===== config.mk =====
export PLATFORM = sky130hd
export DESIGN_NAME = spi_chain_regs_flat
export DESIGN_NICKNAME = d
export VERILOG_FILES = /design/src/rtl/spi_chain_pkg.sv /design/src/rtl/spi_chain_regs_if.sv /design/src/rtl/spi_chain_regs_sync.sv /design/src/rtl/spi_chain_regs.sv /design/src/flat_wrapper.sv
export SDC_FILE = /design/constraint.sdc
export NUM_CORES = 1
export LEC_CHECK = 0
export BUFFER_PORTS_ARGS = -buffer_cell sky130_fd_sc_hd__clkbuf_2
export CAP_MARGIN = 20
export CORE_UTILIZATION = 54
export CTS_CLUSTER_SIZE = 25
export DETAILED_ROUTE_END_ITERATION = 10
export PLACE_DENSITY = 0.78
export SETUP_SLACK_MARGIN = 0.2
export SYNTH_ARGS = -nofsm -noshare
export SYNTH_HDL_FRONTEND = slang
export SYNTH_SLANG_ARGS = --single-unit

===== constraint.sdc =====
create_clock -name i_clk -period 3.43 [get_ports i_clk]
set_input_delay 0.5145 -clock i_clk [delete_from_list [all_inputs] [get_ports i_clk]]
set_output_delay 0.5145 -clock i_clk [all_outputs]
set_load 0.01 [all_outputs]

===== src/rtl/spi_chain_pkg.sv =====
// Shared types and helpers for the SPI-loaded configuration register chain.
// SPI_CHAIN_PARITY_EN adds a trailing even-parity bit to every frame.
package spi_chain_pkg;

   typedef enum logic [1:0] {
      IDLE   = 2'd0,
      SHIFT  = 2'd1,
      COMMIT = 2'd2
   } state_t;

   localparam int PAR_MAX_W = 256;

   function automatic int frame_w(input int addr_w, input int data_w);
`ifdef SPI_CHAIN_PARITY_EN
      return addr_w + data_w + 1;
`else
      return addr_w + data_w;
`endif
   endfunction

   // Zero padding leaves the XOR reduction unaffected.
   function automatic logic parity(input logic [PAR_MAX_W-1:0] v);
      return ^v;
   endfunction

endpackage


===== src/rtl/spi_chain_regs_if.sv =====
// Pad-side serial port plus core-side register outputs of spi_chain_regs.
// The slave modport is the register bank; the master drives the pads.
interface spi_chain_regs_if #(
   parameter int DATA_W = 16,
   parameter int NUM_CH = 4
);

   logic                     i_spi_clk;
   logic                     i_spi_dat;
   logic                     i_spi_load;
   logic                     o_spi_dat;
   logic                     o_det;
   logic                     o_err;
   logic                     o_busy;
   logic [NUM_CH*DATA_W-1:0] o_data;

   modport master (
      output i_spi_clk,
      output i_spi_dat,
      output i_spi_load,
      input  o_spi_dat,
      input  o_det,
      input  o_err,
      input  o_busy,
      input  o_data
   );

   modport slave (
      input  i_spi_clk,
      input  i_spi_dat,
      input  i_spi_load,
      output o_spi_dat,
      output o_det,
      output o_err,
      output o_busy,
      output o_data
   );

endinterface


===== src/rtl/spi_chain_regs_sync.sv =====
// One-bit multi-flop synchroniser with an edge-detect flop.
// Produces the synchronised level and single-cycle rise/fall strobes.
module spi_chain_sync #(
   parameter int STAGES = 2
) (
   input  logic clk,
   input  logic rst,
   input  logic d,
   output logic q,
   output logic rise,
   output logic fall
);

   logic [STAGES-1:0] ff_q;
   logic              prev_q;

   always_ff @(posedge clk or posedge rst) begin
      if (rst) begin
         ff_q   <= '0;
         prev_q <= 1'b0;
      end else begin
         ff_q   <= {ff_q[STAGES-2:0], d};
         prev_q <= ff_q[STAGES-1];
      end
   end

   assign q    = ff_q[STAGES-1];
   assign rise = q & ~prev_q;
   assign fall = ~q & prev_q;

endmodule


===== src/rtl/spi_chain_regs.sv =====
// NUM_CH x DATA_W register bank loaded by addressed serial frames.
// Define SPI_CHAIN_PARITY_EN to require a trailing even-parity bit.
module spi_chain_regs
   import spi_chain_pkg::*;
#(
   parameter int DATA_W      = 16,
   parameter int NUM_CH      = 4,
   parameter int ADDR_W      = $clog2(NUM_CH),
   parameter int SYNC_STAGES = 2
) (
   input logic             i_clk,
   input logic             i_reset,
   spi_chain_regs_if.slave bus
);

   localparam int FRAME_W = frame_w(ADDR_W, DATA_W);
   localparam int CNT_W   = $clog2(FRAME_W + 2);

   localparam logic [CNT_W-1:0] CNT_FULL = CNT_W'(FRAME_W);
   localparam logic [CNT_W-1:0] CNT_SAT  = CNT_W'(FRAME_W + 1);
   localparam logic [ADDR_W:0]  CH_LIM   = (ADDR_W + 1)'(NUM_CH);

   logic clk_lvl;
   logic clk_rise;
   logic clk_fall;
   logic dat_lvl;
   logic dat_rise;
   logic dat_fall;
   logic load_lvl;
   logic load_rise;
   logic load_fall;
   logic unused_edges;

   state_t state_q;
   state_t state_d;

   logic [FRAME_W-1:0]       sr_q;
   logic [CNT_W-1:0]         cnt_q;
   logic [NUM_CH*DATA_W-1:0] data_q;
   logic                     det_q;
   logic                     err_q;

   logic              shift_en;
   logic              commit;
   logic              frame_ok;
   logic              par_ok;
   logic [ADDR_W-1:0] f_addr;
   logic [DATA_W-1:0] f_data;

   spi_chain_sync #(.STAGES(SYNC_STAGES)) u_sync_clk (
      .clk  (i_clk),
      .rst  (i_reset),
      .d    (bus.i_spi_clk),
      .q    (clk_lvl),
      .rise (clk_rise),
      .fall (clk_fall)
   );

   spi_chain_sync #(.STAGES(SYNC_STAGES)) u_sync_dat (
      .clk  (i_clk),
      .rst  (i_reset),
      .d    (bus.i_spi_dat),
      .q    (dat_lvl),
      .rise (dat_rise),
      .fall (dat_fall)
   );

   spi_chain_sync #(.STAGES(SYNC_STAGES)) u_sync_load (
      .clk  (i_clk),
      .rst  (i_reset),
      .d    (bus.i_spi_load),
      .q    (load_lvl),
      .rise (load_rise),
      .fall (load_fall)
   );

   assign unused_edges = ^{clk_lvl, clk_fall, dat_rise, dat_fall};

   assign f_addr = sr_q[FRAME_W-1 -: ADDR_W];
   assign f_data = sr_q[FRAME_W-1-ADDR_W -: DATA_W];

`ifdef SPI_CHAIN_PARITY_EN
   // Even parity over the whole frame, parity bit included, must be 0.
   assign par_ok = ~parity(PAR_MAX_W'(sr_q));
`else
   assign par_ok = 1'b1;
`endif

   assign frame_ok = (cnt_q == CNT_FULL) &&
                     ({1'b0, f_addr} < CH_LIM) &&
                     par_ok;

   always_ff @(posedge i_clk or posedge i_reset) begin
      if (i_reset) begin
         state_q <= IDLE;
      end else begin
         state_q <= state_d;
      end
   end

   // A load rise in SHIFT takes priority over a coincident clk rise.
   always_comb begin
      state_d  = state_q;
      shift_en = 1'b0;
      commit   = 1'b0;
      unique case (state_q)
         IDLE: begin
            if (load_fall) state_d = SHIFT;
         end
         SHIFT: begin
            if (load_rise) state_d = COMMIT;
            else           shift_en = clk_rise;
         end
         COMMIT: begin
            commit  = 1'b1;
            state_d = load_fall ? SHIFT : IDLE;
         end
         default: begin
            state_d = IDLE;
         end
      endcase
   end

   always_ff @(posedge i_clk or posedge i_reset) begin
      if (i_reset) begin
         sr_q  <= '0;
         cnt_q <= '0;
      end else begin
         if (shift_en) begin
            sr_q <= {sr_q[FRAME_W-2:0], dat_lvl};
            if (cnt_q != CNT_SAT) cnt_q <= cnt_q + 1'b1;
         end
         if (commit) cnt_q <= '0;
      end
   end

   always_ff @(posedge i_clk or posedge i_reset) begin
      if (i_reset) begin
         data_q <= '0;
         det_q  <= 1'b0;
         err_q  <= 1'b0;
      end else begin
         det_q <= 1'b0;
         err_q <= 1'b0;
         if (commit) begin
            if (frame_ok) begin
               det_q <= 1'b1;
               for (int k = 0; k < NUM_CH; k++) begin
                  if ({1'b0, f_addr} == (ADDR_W + 1)'(k))
                     data_q[k*DATA_W +: DATA_W] <= f_data;
               end
            end else begin
               err_q <= 1'b1;
            end
         end
      end
   end

   assign bus.o_spi_dat = sr_q[FRAME_W-1];
   assign bus.o_det     = det_q;
   assign bus.o_err     = err_q;
   assign bus.o_busy    = (cnt_q != '0) && !load_lvl;
   assign bus.o_data    = data_q;

endmodule

===== src/flat_wrapper.sv =====
// flat-port wrapper written by rule: the top's interface ports become plain ports
module spi_chain_regs_flat import spi_chain_pkg::*;
#(
   parameter int DATA_W      = 16,
   parameter int NUM_CH      = 4,
   parameter int ADDR_W      = $clog2(NUM_CH),
   parameter int SYNC_STAGES = 2
)
  (i_clk, i_reset, bus_i_spi_clk, bus_i_spi_dat, bus_i_spi_load, bus_o_spi_dat, bus_o_det, bus_o_err, bus_o_busy, bus_o_data);
  spi_chain_regs_if #(.DATA_W(DATA_W), .NUM_CH(NUM_CH)) bus_i ();
  input logic i_clk;
  input logic i_reset;
  input wire logic [$bits(bus_i.i_spi_clk)-1:0] bus_i_spi_clk;
  input wire logic [$bits(bus_i.i_spi_dat)-1:0] bus_i_spi_dat;
  input wire logic [$bits(bus_i.i_spi_load)-1:0] bus_i_spi_load;
  output wire logic [$bits(bus_i.o_spi_dat)-1:0] bus_o_spi_dat;
  output wire logic [$bits(bus_i.o_det)-1:0] bus_o_det;
  output wire logic [$bits(bus_i.o_err)-1:0] bus_o_err;
  output wire logic [$bits(bus_i.o_busy)-1:0] bus_o_busy;
  output wire logic [$bits(bus_i.o_data)-1:0] bus_o_data;
  assign bus_i.i_spi_clk = bus_i_spi_clk;
  assign bus_i.i_spi_dat = bus_i_spi_dat;
  assign bus_i.i_spi_load = bus_i_spi_load;
  assign bus_o_spi_dat = bus_i.o_spi_dat;
  assign bus_o_det = bus_i.o_det;
  assign bus_o_err = bus_i.o_err;
  assign bus_o_busy = bus_i.o_busy;
  assign bus_o_data = bus_i.o_data;
  spi_chain_regs #(.DATA_W(DATA_W), .NUM_CH(NUM_CH), .ADDR_W(ADDR_W), .SYNC_STAGES(SYNC_STAGES)) u_core (.i_clk(i_clk), .i_reset(i_reset), .bus(bus_i));
endmodule

# Yosys cells after proc, flatten, opt, wreduce, memory -nomap -nowiden
# Index checks and enable logic that the tools add are counted.
dict set report classes {
  bitwise_logic 6
  eq_ne 9
  muxes 14
  add_sub_neg 1
  reduce_logical 13
}
# cell n
set ops {}
lappend ops {{two-way mux 5 bit} 3}
lappend ops {{AND reduction 3 bit} 4}
lappend ops {{two-way mux 1 bit} 8}
lappend ops {{equality test 2 bit (second input constant)} 3}
lappend ops {{case mux 2 bit (3 select lines)} 1}
lappend ops {{adder 5 x 1 -> 5 bit (second input constant)} 1}
lappend ops {{equality test 5 bit (second input constant)} 1}
lappend ops {{!= test 5 bit (second input constant)} 1}
lappend ops {{nonzero test 5 bit} 1}
lappend ops {{equality test 2 x 1 -> 1 bit (second input constant)} 2}
lappend ops {{logical NOT 2 bit} 2}
lappend ops {{two-way mux 2 bit} 2}
lappend ops {{!= test 2 x 1 -> 1 bit (second input constant)} 2}
lappend ops {{AND reduction 2 bit} 2}
lappend ops {{nonzero test 2 bit} 2}
lappend ops {{AND 1 bit} 3}
lappend ops {{inverter 1 bit} 3}
lappend ops {{logical AND 1 bit} 1}
lappend ops {{logical NOT 1 bit} 1}
dict set report word_totals {
  wordCells 57
  register_bits 99
  out_inout_bits 68
}

# Longest topological paths before layout
dict set report depth {
  word_depth 6
  ltp_mapped 8
}

# Hierarchy
# Synthesis repeated with hierarchy kept, for this count alone.
dict set report unflattened {
  hier_cells 278
  hier_area_um2 3930.0
}
# mod instances area_per_inst_um2 cells_each
set by_module_without_submodules {}
lappend by_module_without_submodules {spi_chain_regs 1 3648.5 260}
lappend by_module_without_submodules {spi_chain_sync 3 93.8 6}

# Least setup slack after synthesis
# OpenSTA, ideal clock, no wires.
dict set report synth_path {
  path_type {register to register}
  start {reg u_core.cnt_q[0]}
  end {reg u_core.data_q[0], in the netlist u_core.bus.o_data[0]}
  path_slack_ps 1449
  t_arrival_ps 1856
  path_buffers 2
  path_stages_with_launch 9
  required_ps 3305
  cell_sequence {dfrtp_1 -> inv_1 -> ha_1 -> and4bb_1 -> and2_1 -> buf_6 -> nor3b_4 -> buf_6 -> mux2_2}
}
dict set report synth_via {
  elab_chain_len 2
}
# item line
set synth_rtl {}
lappend synth_rtl {{start: declaration} spi_chain_regs.sv:38} ;# logic [CNT_W-1:0] cnt_q;
lappend synth_rtl {{start signal: assignment} spi_chain_regs.sv:131} ;# if (cnt_q != CNT_SAT) cnt_q <= cnt_q + 1'b1;
lappend synth_rtl {{equality test 5 bit} spi_chain_regs.sv:89} ;# assign frame_ok = (cnt_q == CNT_FULL) &&
lappend synth_rtl {{AND reduction 3 bit (no source line)} n/a}
lappend synth_rtl {{end signal: indexed assignment} spi_chain_regs.sv:150} ;# data_q[k*DATA_W +: DATA_W] <= f_data;
lappend synth_rtl {{end: declaration} spi_chain_regs.sv:39} ;# logic [NUM_CH*DATA_W-1:0] data_q;
# No other way between the ends.
# A chain may end at the register's enable or synchronous reset.

# Worst setup path after layout
dict set report layout_path {
  start {reg u_core.cnt_q[0]}
  end {reg u_core.data_q[5], in the netlist u_core.bus.o_data[5]}
}
# The elaborated chain is that of the path after synthesis.

==> impl_metrics.toml <==
[synth]
netlist_top_cells_area = "dfrtp_1 65%, mux2_2 25%, ha_1 0.99%, buf_2 0.66%, nand2b_1 0.66%"
yosysMostFrequentCell = "dfrtp_1"
synth_simple_gate_area_share_pct = 4.96
yosysTopAreaCellShare_pct = 65.5
yosysUniqueCellTypes = 27
muxShareOfSynthArea_pct = 25.2
synth_top_family_by_area = "multiplexers"
synthCells = 236
yosysTopAreaCell = "dfrtp_1"
synth_compound_area_share_pct = 1.29
ys_ff_latch = 99
yosysSeqAreaShare_pct = 65.5
synth_area_per_cell_sq_um = 16.0
yosys.area_share.adder_pct = 0.992
ys.flop_type = "dfrtp_1"
synth_edf_count = 0
ys_top_cells_by_count = "99 x dfrtp_1, 83 x mux2_2, 5 x buf_2, 5 x inv_1, 5 x nand2_1"
synthArstFlopShare_pct = 100
synth_nets = 244
synth_area_sq_um = 3780
yosysWarnings = 0
synthXorXnorAreaFrac_pct = 0.231

[outcome]
outcome = "finished, final reports clean"

[global_routing]
overflow = 0
grt_pass1_vias = 2039
grt_max_degree = 38
grt_usage_pct = 19.0
antenna_found_initial = 0
grt_pass1_wl_um = 10500

[pwr]
pwr-share-seq_pct = 59.8
p_comb_share_pct = 6.8
netSwitchingPower_mw = 0.523
p_sw_share_pct = 24.1
p_per_area_nw_per_um2 = 489
p_clk_share_pct = 33.4
vdd_drop_max_uv = 363
p_leak_nw = 2.40
intPower_mw = 1.64

[timing]
finalHoldViolations = 0
slew_viol_final = 0
fin_crit_sh_pct = 69.1
min_period_ns = 2.37
setup-tns-final_ns = 0
slew_headroom_pct = 46.0
clock-skew-final_ns = 0.00673
tightest_slew_ns = 0.809
final-setup-viol-count = 0
max_freq_mhz = 422
rsz0062_at_grt = "no"

[placement]
place.gp.congestion = 0.789
dpl_cell_area_sq_um = 4240
portBuffers = 72
dp_hpwl_um = 4360

[setup_path]
cp_num_buf_inv = 1
reg2reg_slack_ns = 1.06
cp-end-kind = "register"
slowest_stage = "nor3b_4"
crit_chain = "inv_1 > ha_1 > and4bb_1 > and2_1 > nor3b_4 > mux2_2"
crit_required_ns = 3.66
max_stage_delay_ns = 0.73
setup.worst_path.start_class = "register"
cp_top_family = "simple AND/OR/NAND/NOR gates"
cp_data_arrival_time_ns = 2.60
path_max_fanout = 16
path_class = "register to register"

[cts]
clock-sinks = 99
clk_path_buf_depth = 2
cts_root_buf = "clkbuf_8"
htreeDepth = 3
insertion_delay_ns = 0.35
cts_tree = "built"
post_cts_resized = 0
postCtsSetupRepairBufs = 0
cts_hold_repair.buffers = 0
path_clk_slew_ns = 0.09
numCtsBuffers = 9

[drt]
vias_per_cell = 5.18
drtIter0Drc = 61
routed_wl_um = 6400
first_pass_iters = 4
drc = 0
antenna_left = 0
wl_per_cell_um = 15.4
vias = 2149

[floorplan]
die_width_um = 85.7
core_area_sq_um = 6790
io_pins = 73
rows = 30
initial_core_util_pct = 55.7
die_area_sq_um = 7350
die_height_um = 85.7

[job]
maxCapViolCount = 0

[layout]
postLayoutCoreUtil_pct = 65.2
nNetsFinal = 322
final_cell_area_sq_um = 4430
syn2layout_area_growth_pct = 17.1
drive_above_1_share_pct = 56.4
n_antenna_cell = 0

[hold_path]
min_path_type = "input port to asynchronous set/reset pin"
-- cell families after synthesis --
kind of cell	Yosys count
flip-flops	99
multiplexers	85
AND/OR/NAND/NOR	27
buffers and inverters	13
AO/OA/AOI/OAI	8
adder cells (fa/ha/maj)	3
XOR/XNOR	1
-- final cells by class --
type	instances	area, sq um
inverters	5	21.3
flip-flops and latches	99	2480
clock buffers	11	141
multi-input cells	124	1240
repair buffers	75	383
fillers	519	2360
clock inverters	5	52.6
well taps	96	120
-- power groups by stage --
stage,Sequential (mW),Combinational (mW),Clock [mW]
final,1.30,0.148,0.723
after global routing,1.31,0.168,0.796
after CTS,1.30,0.151,0.747
after detailed placement,1.32,0.150,0
after global placement,1.32,0.145,0
after floorplan,1.29,0.114,0
-- flip-flops by register name, summed over array words and instances, names as in the netlist --
name / count
u_core.u_sync_load.ff_q: 2
u_core.sr_q: 18
u_core.bus.o_data: 64
u_core.bus.o_det: 1
u_core.u_sync_clk.ff_q: 2
u_core.u_sync_dat.ff_q: 2
u_core.bus.o_err: 1
u_core.state_q: 2
u_core.u_sync_load.prev_q: 1
u_core.cnt_q: 5
u_core.u_sync_clk.prev_q: 1
-- cell usage in the layout (no fill, tap or decap), types with 4 or more instances in the layout --
cell type  instances
o21ai_0            4
clkbuf_2          72
clkbuf_8          10
mux2_2            83
nand2b_1           4
nand2_1            5
dfrtp_1           99
inv_1              4
-- worst paths after layout --
kind | cells past startpoint | to | startpoint
min reg2reg | 0 | u_core.u_sync_load.ff_q[1]$_DFF_PP0_ | u_core.u_sync_load.ff_q[0]$_DFF_PP0_
min in group i_clk | 1 | u_core.u_sync_clk.ff_q[0]$_DFF_PP0_ | bus_i_spi_clk
min | 2 | u_core.u_sync_load.ff_q[1]$_DFF_PP0_ | i_reset
max reg2reg | 6 | u_core.bus.o_data[5]$_DFFE_PP0P_ | u_core.cnt_q[0]$_DFFE_PP0P_
max | 6 | u_core.bus.o_data[5]$_DFFE_PP0P_ | u_core.cnt_q[0]$_DFFE_PP0P_
max in group asynchronous | 3 | u_core.bus.o_data[58]$_DFFE_PP0P_ | i_reset
-- per-layer routing --
metal | GRT usage [%] | up-vias | part of all wire, %
met5 | 0 | - | 0
met4 | 7.73 | 0 | 1.6
met3 | 4.81 | 10 | 5.3
met2 | 29.2 | 64 | 47
met1 | 26.3 | 1088 | 46
li1 | - | 987 | -
-- stage by stage --
| stage | cells | total power [mW] | hold slack, ns | worst slack (ns) |
|---|---|---|---|---|
| 3_3_place_gp | 399 | 1.46 | 0.333 | 1.10 |
| 4_1_cts | 415 | 2.19 | 0.163 | 1.03 |
| 2_1_floorplan | 236 | 1.40 | 0.331 | 0.325 |
| 6_report | 415 | 2.17 | 0.154 | 1.06 |
| 3_5_place_dp | 399 | 1.47 | 0.337 | 1.04 |
| 5_1_grt | 415 | 2.27 | 0.186 | 0.894 |
No activity file was read; power rests on OpenSTA's default activity.
